==> src/rtl/switch_pkg.sv <==
// Shared defaults and width helper for the switch input conditioner.
package switch_pkg;

  localparam int unsigned DefWidth   = 8;
  localparam int unsigned DefTickDiv = 1000;
  localparam int unsigned DefDbTicks = 4;

  // Bits needed to count 0..n-1, never less than one.
  function automatic int unsigned clog2_min1(input int unsigned n);
    int unsigned w;
    w = 0;
    while ((64'd1 << w) < 64'(n)) begin
      w++;
    end
    return (w == 0) ? 1 : w;
  endfunction

endpackage

==> src/rtl/switch_input_conditioner_if.sv <==
// Switch-side bundle: raw levels and enable in, debounced data and strobes out.
interface switch_input_conditioner_if
  import switch_pkg::*;
#(
  parameter int unsigned WIDTH = DefWidth
) ();

  logic             ena;
  logic [WIDTH-1:0] sw_in;
  logic [WIDTH-1:0] data;
  logic             data_changed;
  logic [WIDTH-1:0] rising;

  modport master (
    output ena,
    output sw_in,
    input  data,
    input  data_changed,
    input  rising
  );

  modport slave (
    input  ena,
    input  sw_in,
    output data,
    output data_changed,
    output rising
  );

endinterface

==> src/rtl/debounce_bit.sv <==
// One switch bit: 2-FF synchroniser, tick-qualified debounce counter and level flop.
module debounce_bit
  import switch_pkg::*;
#(
  parameter int unsigned DB_TICKS = DefDbTicks
) (
  input  logic clk,
  input  logic rst,
  input  logic ena_i,
  input  logic tick_i,
  input  logic raw_i,
  output logic level_o,
  output logic update_o
);

  localparam int unsigned CntW = clog2_min1(DB_TICKS);
  localparam logic [CntW-1:0] CntLast = CntW'(DB_TICKS - 1);

  logic            s1_q, s2_q;
  logic            level_q, level_d;
  logic [CntW-1:0] cnt_q, cnt_d;
  logic            differ;
  logic            accept;

  // Synchroniser free-runs so the level is current the moment ena returns.
  always_ff @(posedge clk or posedge rst) begin
    if (rst) begin
      s1_q <= 1'b0;
      s2_q <= 1'b0;
    end else begin
      s1_q <= raw_i;
      s2_q <= s1_q;
    end
  end

  always_comb begin
    differ  = s2_q ^ level_q;
    accept  = ena_i & tick_i & differ & (cnt_q == CntLast);
    cnt_d   = cnt_q;
    level_d = level_q;
    if (ena_i) begin
      if (!differ) begin
        cnt_d = '0;
      end else if (tick_i) begin
        if (cnt_q == CntLast) begin
          level_d = s2_q;
          cnt_d   = '0;
        end else begin
          cnt_d = cnt_q + CntW'(1);
        end
      end
    end
  end

  always_ff @(posedge clk or posedge rst) begin
    if (rst) begin
      cnt_q   <= '0;
      level_q <= 1'b0;
    end else begin
      cnt_q   <= cnt_d;
      level_q <= level_d;
    end
  end

  assign level_o  = level_q;
  assign update_o = accept;

endmodule

==> src/rtl/switch_input_conditioner.sv <==
// Synchronises and debounces WIDTH switch inputs; emits stable data plus change/rise strobes.
module switch_input_conditioner
  import switch_pkg::*;
#(
  parameter int unsigned WIDTH    = DefWidth,
  parameter int unsigned TICK_DIV = DefTickDiv,
  parameter int unsigned DB_TICKS = DefDbTicks
) (
  input  logic                       clk,
  input  logic                       rst,
  switch_input_conditioner_if.slave  bus
);

  localparam int unsigned PcW = clog2_min1(TICK_DIV);
  localparam logic [PcW-1:0] PcLast = PcW'(TICK_DIV - 1);

  logic [PcW-1:0]   pc_q, pc_d;
  logic             tick;
  logic [WIDTH-1:0] level;
  logic [WIDTH-1:0] update;
  logic             chg_q, chg_d;
  logic [WIDTH-1:0] rise_q, rise_d;

  always_comb begin
    tick = bus.ena && (pc_q == PcLast);
    pc_d = pc_q;
    if (bus.ena) begin
      pc_d = tick ? '0 : pc_q + PcW'(1);
    end
  end

  always_ff @(posedge clk or posedge rst) begin
    if (rst) begin
      pc_q <= '0;
    end else begin
      pc_q <= pc_d;
    end
  end

  for (genvar i = 0; i < WIDTH; i++) begin : g_bits
    debounce_bit #(
      .DB_TICKS (DB_TICKS)
    ) u_bit (
      .clk      (clk),
      .rst      (rst),
      .ena_i    (bus.ena),
      .tick_i   (tick),
      .raw_i    (bus.sw_in[i]),
      .level_o  (level[i]),
      .update_o (update[i])
    );
  end

  // update is only ever high with ena=1, so the strobes fall to 0 whenever ena is low.
  // A bit that updates while currently 0 is the one going 0->1.
  always_comb begin
    chg_d  = |update;
    rise_d = update & ~level;
  end

  always_ff @(posedge clk or posedge rst) begin
    if (rst) begin
      chg_q  <= 1'b0;
      rise_q <= '0;
    end else begin
      chg_q  <= chg_d;
      rise_q <= rise_d;
    end
  end

  assign bus.data         = level;
  assign bus.data_changed = chg_q;
  assign bus.rising       = rise_q;

endmodule
==> src/flat_wrapper.sv <==
// flat-port wrapper written by rule: the top's interface ports become plain ports
module switch_input_conditioner_flat import switch_pkg::*;
#(
  parameter int unsigned WIDTH    = DefWidth,
  parameter int unsigned TICK_DIV = DefTickDiv,
  parameter int unsigned DB_TICKS = DefDbTicks
)
  (clk, rst, bus_ena, bus_sw_in, bus_data, bus_data_changed, bus_rising);
  switch_input_conditioner_if #(.WIDTH(WIDTH)) bus_i ();
  input  logic clk;
  input  logic rst;
  input wire logic [$bits(bus_i.ena)-1:0] bus_ena;
  input wire logic [$bits(bus_i.sw_in)-1:0] bus_sw_in;
  output wire logic [$bits(bus_i.data)-1:0] bus_data;
  output wire logic [$bits(bus_i.data_changed)-1:0] bus_data_changed;
  output wire logic [$bits(bus_i.rising)-1:0] bus_rising;
  assign bus_i.ena = bus_ena;
  assign bus_i.sw_in = bus_sw_in;
  assign bus_data = bus_i.data;
  assign bus_data_changed = bus_i.data_changed;
  assign bus_rising = bus_i.rising;
  switch_input_conditioner #(.WIDTH(WIDTH), .TICK_DIV(TICK_DIV), .DB_TICKS(DB_TICKS)) u_core (.clk(clk), .rst(rst), .bus(bus_i));
endmodule
==> config.mk <==
export PLATFORM = sky130hd
export DESIGN_NAME = switch_input_conditioner_flat
export DESIGN_NICKNAME = d
export VERILOG_FILES = /design/src/rtl/switch_pkg.sv /design/src/rtl/switch_input_conditioner_if.sv /design/src/rtl/debounce_bit.sv /design/src/rtl/switch_input_conditioner.sv /design/src/flat_wrapper.sv
export SDC_FILE = /design/constraint.sdc
export NUM_CORES = 1
export LEC_CHECK = 0
export ABC_AREA = 1
export CAP_MARGIN = 5
export CORE_MARGIN = 2
export CORE_UTILIZATION = 45
export DETAILED_ROUTE_END_ITERATION = 12
export PLACE_DENSITY = 0.69
export SLEW_MARGIN = 25
export SYNTH_ARGS = -nofsm -noshare
export SYNTH_HDL_FRONTEND = slang
export SYNTH_SLANG_ARGS = --single-unit
==> constraint.sdc <==
create_clock -name clk -period 2.05 [get_ports clk]
set_clock_uncertainty 0.15 [all_clocks]
set_input_delay 0.5125 -clock clk [delete_from_list [all_inputs] [get_ports clk]]
set_output_delay 0.5125 -clock clk [all_outputs]
set_load 0.02 [all_outputs]
# Yosys cells after proc, flatten, opt, wreduce, memory -nomap -nowiden
# Index checks and enable logic that the tools add are counted.
totals:
  reg_bits: 59
  out_inout_bits: 17
  in_bits: 11
  elab_cells: 131
classes:
  n_reduce_logical: 18
  n_bitwise: 27
  add_sub_neg: 9
  muxes: 25
  eq_ne: 17
ops:
  columns: ["operator", "count"]
  rows:
  - ["two-way mux 2 bit", 24]
  - ["AND reduction 4 bit", 8]
  - ["bitwise AND 1 bit", 17]
  - ["adder 2 x 1 -> 2 bit (second input constant)", 8]
  - ["== test 2 bit (second input constant)", 8]
  - ["AND reduction 2 bit", 8]
  - ["!= test 2 x 1 -> 1 bit (second input constant)", 7]
  - ["adder 10 x 1 -> 10 bit (second input constant)", 1]
  - ["== test 10 bit (second input constant)", 1]
  - ["two-way mux 10 bit", 1]
  - ["bitwise AND 8 bit", 1]
  - ["NOT 8 bit", 1]
  - ["OR reduction 8 bit", 1]
  - ["bitwise XOR 1 bit", 8]
  - ["!= test 2 bit (second input constant)", 1]
  - ["logical AND 1 bit", 1]

# Depth between registers and ports, before layout
# Gate-level depths: netlist of the first run.
depth:
  word_depth: 6
  ltp_mapped: 8
  ltp_nobuf: 8

# By module
# From an unflattened synthesis of the first run, not the netlist that was laid out.
unflattened:
  cells_unflattened: 348
  area_unflattened_um2: 2777.7
modules_own_cells:
  columns: ["module", "instances", "area_per_inst_um2", "seq_area_each_um2", "cells_per_inst"]
  rows:
  - ["debounce_bit", 8, 234.0, 125.1, 29]
  - ["switch_input_conditioner", 1, 905.9, 475.5, 116]

# Worst setup path after synthesis of the first run
# Ideal clock, no wire load.
synth_path:
  kind: "register to register"
  start: "register u_core.pc_q[0]"
  end: "register u_core.g_bits[3].u_bit.cnt_q[1]"
  period_less_slack_ps: 1503
  path_buffers: 1
  setup_slack_ps: 547
  stages_incl_launch_ff: 8
  t_required_ps: 1774
  arrival_time_ps: 1227
  cell_sequence: "dfrtp_1 ha_1 nand3_1 nor2_2 nand2_4 buf_6 a21oi_1 o21ai_0"
synth_between:
  elab_chain_len: 4
synth_lines:
  columns: ["element", "line_no", "text"]
  rows:
  - ["start: declaration", "switch_input_conditioner.sv:17", "logic [PcW-1:0] pc_q, pc_d;"]
  - ["start signal: assignment", "switch_input_conditioner.sv:36", "pc_q <= pc_d;"]
  - ["== test 10 bit", "switch_input_conditioner.sv:25", "tick = bus.ena && (pc_q == PcLast);"]
  - ["logical AND 1 bit", "switch_input_conditioner.sv:25", null]
  - ["!= test 2 x 1 -> 1 bit (no line)", null, null]
  - ["AND reduction 2 bit (no line)", null, null]
  - ["end signal: assignment", "debounce_bit.sv:60", "cnt_q <= cnt_d;"]
  - ["end: declaration", "debounce_bit.sv:21", "logic [CntW-1:0] cnt_q, cnt_d;"]
# Every way passes these cells.
# A chain may end at the register's enable or synchronous reset.

# Worst setup path in the final report of the first run
layout_path:
  start: "register u_core.chg_q, in the netlist u_core.bus.data_changed"
  end: "output bus_data_changed"
layout_rtl:
  columns: ["element", "line_no", "text"]
  rows:
  - ["start: declaration", "switch_input_conditioner.sv:21", "logic chg_q, chg_d;"]
  - ["start signal: assignment", "switch_input_conditioner.sv:66", "chg_q <= chg_d;"]
  - ["end: declaration", "flat_wrapper.sv:15", "output wire logic [$bits(bus_i.data_changed)-1:0] bus_data_changed;"]
# No word-level cell between the ends.

==> results.cfg, run 1 <==
[die]
die_y_um = 79.8
chipWidth_um = 79.8
fp.coreArea_um2 = 5540
io_pins = 28
dieArea_um2 = 6370
start_util_pct = 46.7
row_count = 27

[timing]
relSlewSlack_pct = 78.5
hold_ws_ns = 0.188
fin_ws_ns = 0.0990
max_freq_ghz = 0.513
finalCritPeriodShare_pct = 95.2
period_needed_ns = 1.95
worst_pin_slew_ns = 0.321
maxSlewViolCount = 0
tns_ns = 0
final_hold_viol_count = 0
finalSetupViolations = 0
rsz0062_at_grt = no

[clocking]
post_cts_buffers = 0
root_buffer = clkbuf_8
path_clk_slew_ns = 0.07
ctsHtreeMaxLevel = 3
cts_tree = done
clk_path_buf_depth = 2
clk-insertion-delay-late_ns = 0.34
clock_sinks = 59
holdBufCountCts = 0
cts_made_buffers = 9
cts_resized = 3

[synth]
synth_common_cells = nand2_1, dfrtp_1, inv_1, nor2_1, nand3_1
yosys.area.top_type = dfrtp_1
synth_seq_cells = 59
synth_flop_cell = dfrtp_1
syn_nets = 299
synth_most_common_cell = nand2_1
yosysUniqueCellTypes = 25
seq_area_frac_synth_pct = 57.1
ys_warn_count = 0
synth.top_cell.area_share_pct = 57.1
synthTopCellsByArea = dfrtp_1, nand2_1, inv_1
synth-edff-count = 0
postSynthCellCount = 279
syn_area_per_cell_um2 = 9.27
synthArstFlopShare_pct = 100
syn_area_um2 = 2590

[setup_path]
r2r_end = u_core.pc_q[7]
slowest_stage = clkdlybuf4s50_1
worstPathBufferInverterCount = 1
ff2ff_path_depth = 7
path_delay_family = buffers and inverters
critPathKind = reg -> out
cp_max_fo = 1
cp-end-kind = primary output
cp-start-kind = flip-flop
r2r_start = u_core.pc_q[0]
cp_cell_sequence = clkdlybuf4s50_1
arrival_ns = 1.29
cp_data_required_time_ns = 1.39
r2r_setup_slack_ns = 0.31
max_stage_delay_ns = 0.60

[final_layout]
fin_cells = 396
fin_nets = 339
drive_above_1_share_pct = 13.0
area_growth_pct = 23.2
antenna_cells = 0

[power_and_ir_drop]
comb_power_share_pct = 11.7
ir_drop_mv = 0.541
p_leak_nw = 1.71
finalPower_mw = 2.73
p_sw_mw = 0.731
p_clk_share_pct = 38.1
internal_power_mw = 2.00
seqPwrFrac_pct = 50.2
p_sw_share_pct = 26.8
power_density_nw_per_um2 = 856

[route]
wl_met3_um = 288
vias = 1926
route.met2.wl_mm = 2.14
drt_wl_total_mm = 4.65
drtPass1Iterations = 5
wl_met1_mm = 2.16
drc = 0
dr.max_layer_used = met4
detail-route-antenna-nets = 0
drt_iter0_markers = 94
vias_per_cell = 4.86
wl_per_cell_um = 11.7

[placed_design]
dpl.cell_count = 380
port_buffers = 27
dp_worst_setup_slack_ns = -0.0783
routabilityCongestion = 0.778
hpwlAfterDp_mm = 3.28

[worst_hold_path]
holdPathStages = 0
worstHoldStart = u_core.g_bits[0].u_bit.s1_q
min_path_type = reg -> reg
hold_end = u_core.g_bits[0].u_bit.s2_q

[run]
cap_violations = 0

[grt]
grt_max_degree = 35
grt_overflow = 0
grt_pass1_wl_mm = 8.13
grt_pass1_vias = 1912
grt_use_total_pct = 16.9
antenna_found_initial = 0

[run_status]
status = complete, no violations
## kinds of logic (layout without fill, tap and decap cells)
kind of cell / Yosys count / in the layout / synth area share [%]
buffers and inverters: 48 / 93 / 9.05
AND/OR/NAND/NOR: 126 / 126 / 21.9
flip-flops: 59 / 59 / 57.1
adder cells (fa/ha/maj): 9 / 9 / 4.35
AO/OA/AOI/OAI: 35 / 35 / 6.97
XOR/XNOR: 2 / 2 / 0.677
## layout by cell type (no fill, tap or decap), drive strengths merged, types with 5 or more instances in the layout
cell,synthesis,routed
ha,9,9
a21oi,13,13
clkdlybuf4s50,0,19
nand2,69,69
nand4,9,9
dlymetal6s2s,0,5
o21ai,18,18
dfrtp,59,59
buf,11,14
inv,35,34
nand3,18,18
clkbuf,1,11
nor2,20,20
## power by group through the flow
stage | registers, mW | logic, mW | clock network [mW]
3_5_place_dp | 1.39 | 0.326 | 0
5_1_grt | 1.38 | 0.379 | 1.13
6_report | 1.37 | 0.319 | 1.04
2_1_floorplan | 1.37 | 0.234 | 0
3_3_place_gp | 1.39 | 0.311 | 0
4_1_cts | 1.37 | 0.326 | 1.07
## how the worst max path moves through the flow
| stage | start | endpoint | slack [ns] | cells after the start |
|---|---|---|---|---|
| 3_5_place_dp | bus_ena | u_core.g_bits[5].u_bit.level_o | -0.08 | 8 |
| 6_report | u_core.bus.data_changed | bus_data_changed | 0.1 | 1 |
| 3_3_place_gp | bus_ena | u_core.g_bits[1].u_bit.level_o | -0.04 | 8 |
| 5_1_grt | u_core.bus.data_changed | bus_data_changed | 0.03 | 1 |
| 2_1_floorplan | u_core.pc_q[0] | u_core.g_bits[3].u_bit.cnt_q[1] | 0.55 | 7 |
| 4_1_cts | u_core.g_bits[5].u_bit.level_o | bus_data[5] | 0.004 | 1 |
## routing by layer
metal | vias up | global-route usage [%]
met5 | - | 0
met4 | 0 | 7.63
met3 | 6 | 7.24
met2 | 43 | 26.4
met1 | 906 | 20.3
li1 | 971 | -
## layout make-up
type,instances,area [um2]
clock buffer,11,141
clock inverter,5,52.6
fill,500,2350
inverter,36,140
multi-input combinational,172,876
sequential,59,1480
tap,72,90.1
timing repair buffer,41,409
## sequential cells by signal, indices dropped and copies added (netlist names)
signal	cells
u_core.bus.rising	8
u_core.g_bits.u_bit.s2_q	8
u_core.bus.data_changed	1
u_core.g_bits.u_bit.level_o	8
u_core.g_bits.u_bit.cnt_q	16
u_core.g_bits.u_bit.s1_q	8
u_core.pc_q	10
## per-stage QoR
| step | util (%) | cell area [um2] |
|---|---|---|
| after floorplan | - | 2590 |
| after global placement | 53.8 | 2980 |
| after detailed placement | 53.8 | 2980 |
| after CTS | 57.3 | 3170 |
| after global routing | 57.5 | 3190 |
| final | 57.5 | 3190 |
Note: power is estimated with default switching activity, not from simulation.
==> inputs of run 2 (changes only) <==
ABC_AREA = not set   (was 1)
CORE_MARGIN = not set   (was 2)
PLACE_DENSITY = 0.7   (was 0.69)
SLEW_MARGIN = 20   (was 25)
==> run 2 against run 1 <==
Maximum frequency fell by 0.40%. Count of clock-buffer cells in the layout did not move. Worst setup slack got worse by 0.0078 ns. Global-route usage fell by 0.28 points. Critical endpoint is now u_core.g_bits[6].u_bit.cnt_q[1].
==> results.cfg, run 2 <==
[power_and_ir_drop]
finalPower_mw = 2.70
power_density_nw_per_um2 = 846
p_leak_nw = 1.69
ir_drop_mv = 0.468

[run]
cap_violations = 0

[synth]
yosys.area.top_type = dfrtp_1
synth.top_cell.area_share_pct = 57.6
synth_flop_cell = dfrtp_1
synth-edff-count = 0
syn_area_per_cell_um2 = 12.4
yosysUniqueCellTypes = 29
synthTopCellsByArea = dfrtp_1, a22o_1, ha_1
ys_warn_count = 0
syn_area_um2 = 2560
syn_nets = 226
synth_seq_cells = 59
postSynthCellCount = 206
seq_area_frac_synth_pct = 57.6
synth_common_cells = dfrtp_1, nor2_1, a22o_1, o21ai_0, xnor2_1
synth_most_common_cell = dfrtp_1
synthArstFlopShare_pct = 100

[timing]
relSlewSlack_pct = 69.6
rsz0062_at_grt = no
tns_ns = 0
period_needed_ns = 1.96
worst_pin_slew_ns = 0.455
fin_ws_ns = 0.0912
final_hold_viol_count = 0
finalSetupViolations = 0
hold_ws_ns = 0.198
max_freq_ghz = 0.511
maxSlewViolCount = 0
finalCritPeriodShare_pct = 95.6

[clocking]
cts_made_buffers = 9
ctsHtreeMaxLevel = 3
post_cts_buffers = 0
clk_path_buf_depth = 2
root_buffer = clkbuf_8
cts_tree = done
clock_sinks = 59
clk-insertion-delay-late_ns = 0.34
path_clk_slew_ns = 0.06

[setup_path]
cp-start-kind = input pin
slowest_stage = clkdlybuf4s50_1
max_stage_delay_ns = 0.49
cp_max_fo = 11
cp_data_required_time_ns = 2.12
critPathKind = in -> reg
r2r_end = u_core.g_bits[5].u_bit.level_o
cp-end-kind = flip-flop
path_delay_family = buffers and inverters
r2r_setup_slack_ns = 0.10
cp_cell_sequence = clkdlybuf4s50_1 > and3_1 > and4b_1 > buf_4 > o21ai_0 > a22o_1
r2r_start = u_core.pc_q[0]
ff2ff_path_depth = 6
arrival_ns = 2.03
worstPathBufferInverterCount = 2

[route]
drt_iter0_markers = 47
detail-route-antenna-nets = 0
vias = 1608
drtPass1Iterations = 4
drc = 0
wl_per_cell_um = 13.3
drt_wl_total_mm = 4.27
vias_per_cell = 4.99

[placed_design]
dp_worst_setup_slack_ns = -0.246
routabilityCongestion = 0.791
hpwlAfterDp_mm = 3.03
placed_cell_area_um2 = 2950
port_buffers = 27
dpl.cell_count = 306

[worst_hold_path]
min_path_type = reg -> reg
hold_end = u_core.g_bits[6].u_bit.s2_q
worstHoldStart = u_core.g_bits[6].u_bit.s1_q
holdPathStages = 0

[final_layout]
regMostFlops = u_core.g_bits.u_bit.cnt_q
layout_common_cells = dfrtp_1, nor2_1, clkdlybuf4s50_1, a22o_1
area_growth_pct = 24.6
drive_above_1_share_pct = 18.8
largest_reg_flops = 16
top_regs = u_core.g_bits.u_bit.cnt_q: 16 flops, u_core.pc_q: 10 flops
n_fill_cell = 453
fin_cells = 322
antenna_cells = 0
post-route-util_pct = 58.0
mostFrequentLayoutCell = dfrtp_1
fin_nets = 265
final_area_um2 = 3190

[grt]
grt_pass1_vias = 1636
grt_use_total_pct = 16.6
antenna_found_initial = 0
grt_overflow = 0
grt_max_degree = 23
grt_pass1_wl_mm = 7.51

[die]
io_pins = 28
dieArea_um2 = 6000
row_count = 27
chipWidth_um = 77.4
fp.coreArea_um2 = 5510
start_util_pct = 46.5
die_y_um = 77.4

[run_status]
status = complete, no violations
## run 2: changes by cell type in the layout (fill, tap and decap cells not counted), moves of 8 or more
cell,previous run,this run
nand3_1,17,2
xnor2_1,0,12
nand2_1,66,8
inv_1,33,10
nor3b_1,0,8
a22o_1,0,16
a21oi_1,13,3
## run 2: layer usage
metal  part of all wire [%]  up-vias  wire, um  global-route usage [%]
met5                      0        -         0                       0
met4                    2.6        0       109                    10.8
met3                    3.0       11       129                    3.88
met2                     44       27      1890                    23.7
met1                     50      781      2140                    22.6
li1                       -      789         -                       -
## run 2: kinds of logic (layout without fill, tap and decap cells)
| logic type | count (synthesis) | in the layout | share of synthesized area (%) |
|---|---|---|---|
| adder cells (fa/ha/maj) | 9 | 9 | 4.40 |
| XOR/XNOR | 12 | 12 | 4.10 |
| AND/OR/NAND/NOR | 55 | 55 | 12.8 |
| buffers and inverters | 24 | 68 | 5.76 |
| multiplexers | 10 | 10 | 5.32 |
| AO/OA/AOI/OAI | 37 | 37 | 9.97 |
| flip-flops | 59 | 59 | 57.6 |
## run 2: area by class of cell
class | instances | area, um2 | area share [%]
Clock inverter | 5 | 75.1 | 2.35
Sequential cell | 59 | 1480 | 46.3
Inverter | 11 | 45.0 | 1.41
Tap cell | 72 | 90.1 | 2.82
Multi-Input combinational cell | 123 | 937 | 29.4
Clock buffer | 11 | 151 | 4.74
Timing Repair Buffer | 41 | 417 | 13.1
## run 2: repair_timing
item / in CTS / in global routing
hold buffers: 0 / 0
endpoints found under the setup margin: 1 / 7
gates resized for setup: 1 / 7
## run 2: worst max-delay path by stage
stage / startpoint / to / cells after the start / slack, ns
floorplan: u_core.pc_q[0] / u_core.g_bits[0].u_bit.level_o / 8 / 0.07
global placement: bus_ena / u_core.g_bits[2].u_bit.cnt_q[0] / 6 / -0.20
detailed placement: bus_ena / u_core.g_bits[6].u_bit.cnt_q[1] / 6 / -0.25
CTS: u_core.g_bits[1].u_bit.level_o / bus_data[1] / 1 / 0.0007
global route: bus_ena / u_core.g_bits[7].u_bit.cnt_q[0] / 6 / 0.02
finish: bus_ena / u_core.g_bits[6].u_bit.cnt_q[1] / 6 / 0.09
## run 2: power by group
group	total [mW]	internal (mW)	switching, mW
combinational	0.209	0.101	0.108
clock	1.19	0.744	0.446
sequential	1.30	1.24	0.0670
## run 2: worst reg2reg max path, delay by kind of cell, from the launching register on
family	cells	cell delay, ns
buf+inv	1	0.19
mux	1	0.33
fa+ha+maj	1	0.23
flops	1	0.41
simple gates	3	0.52
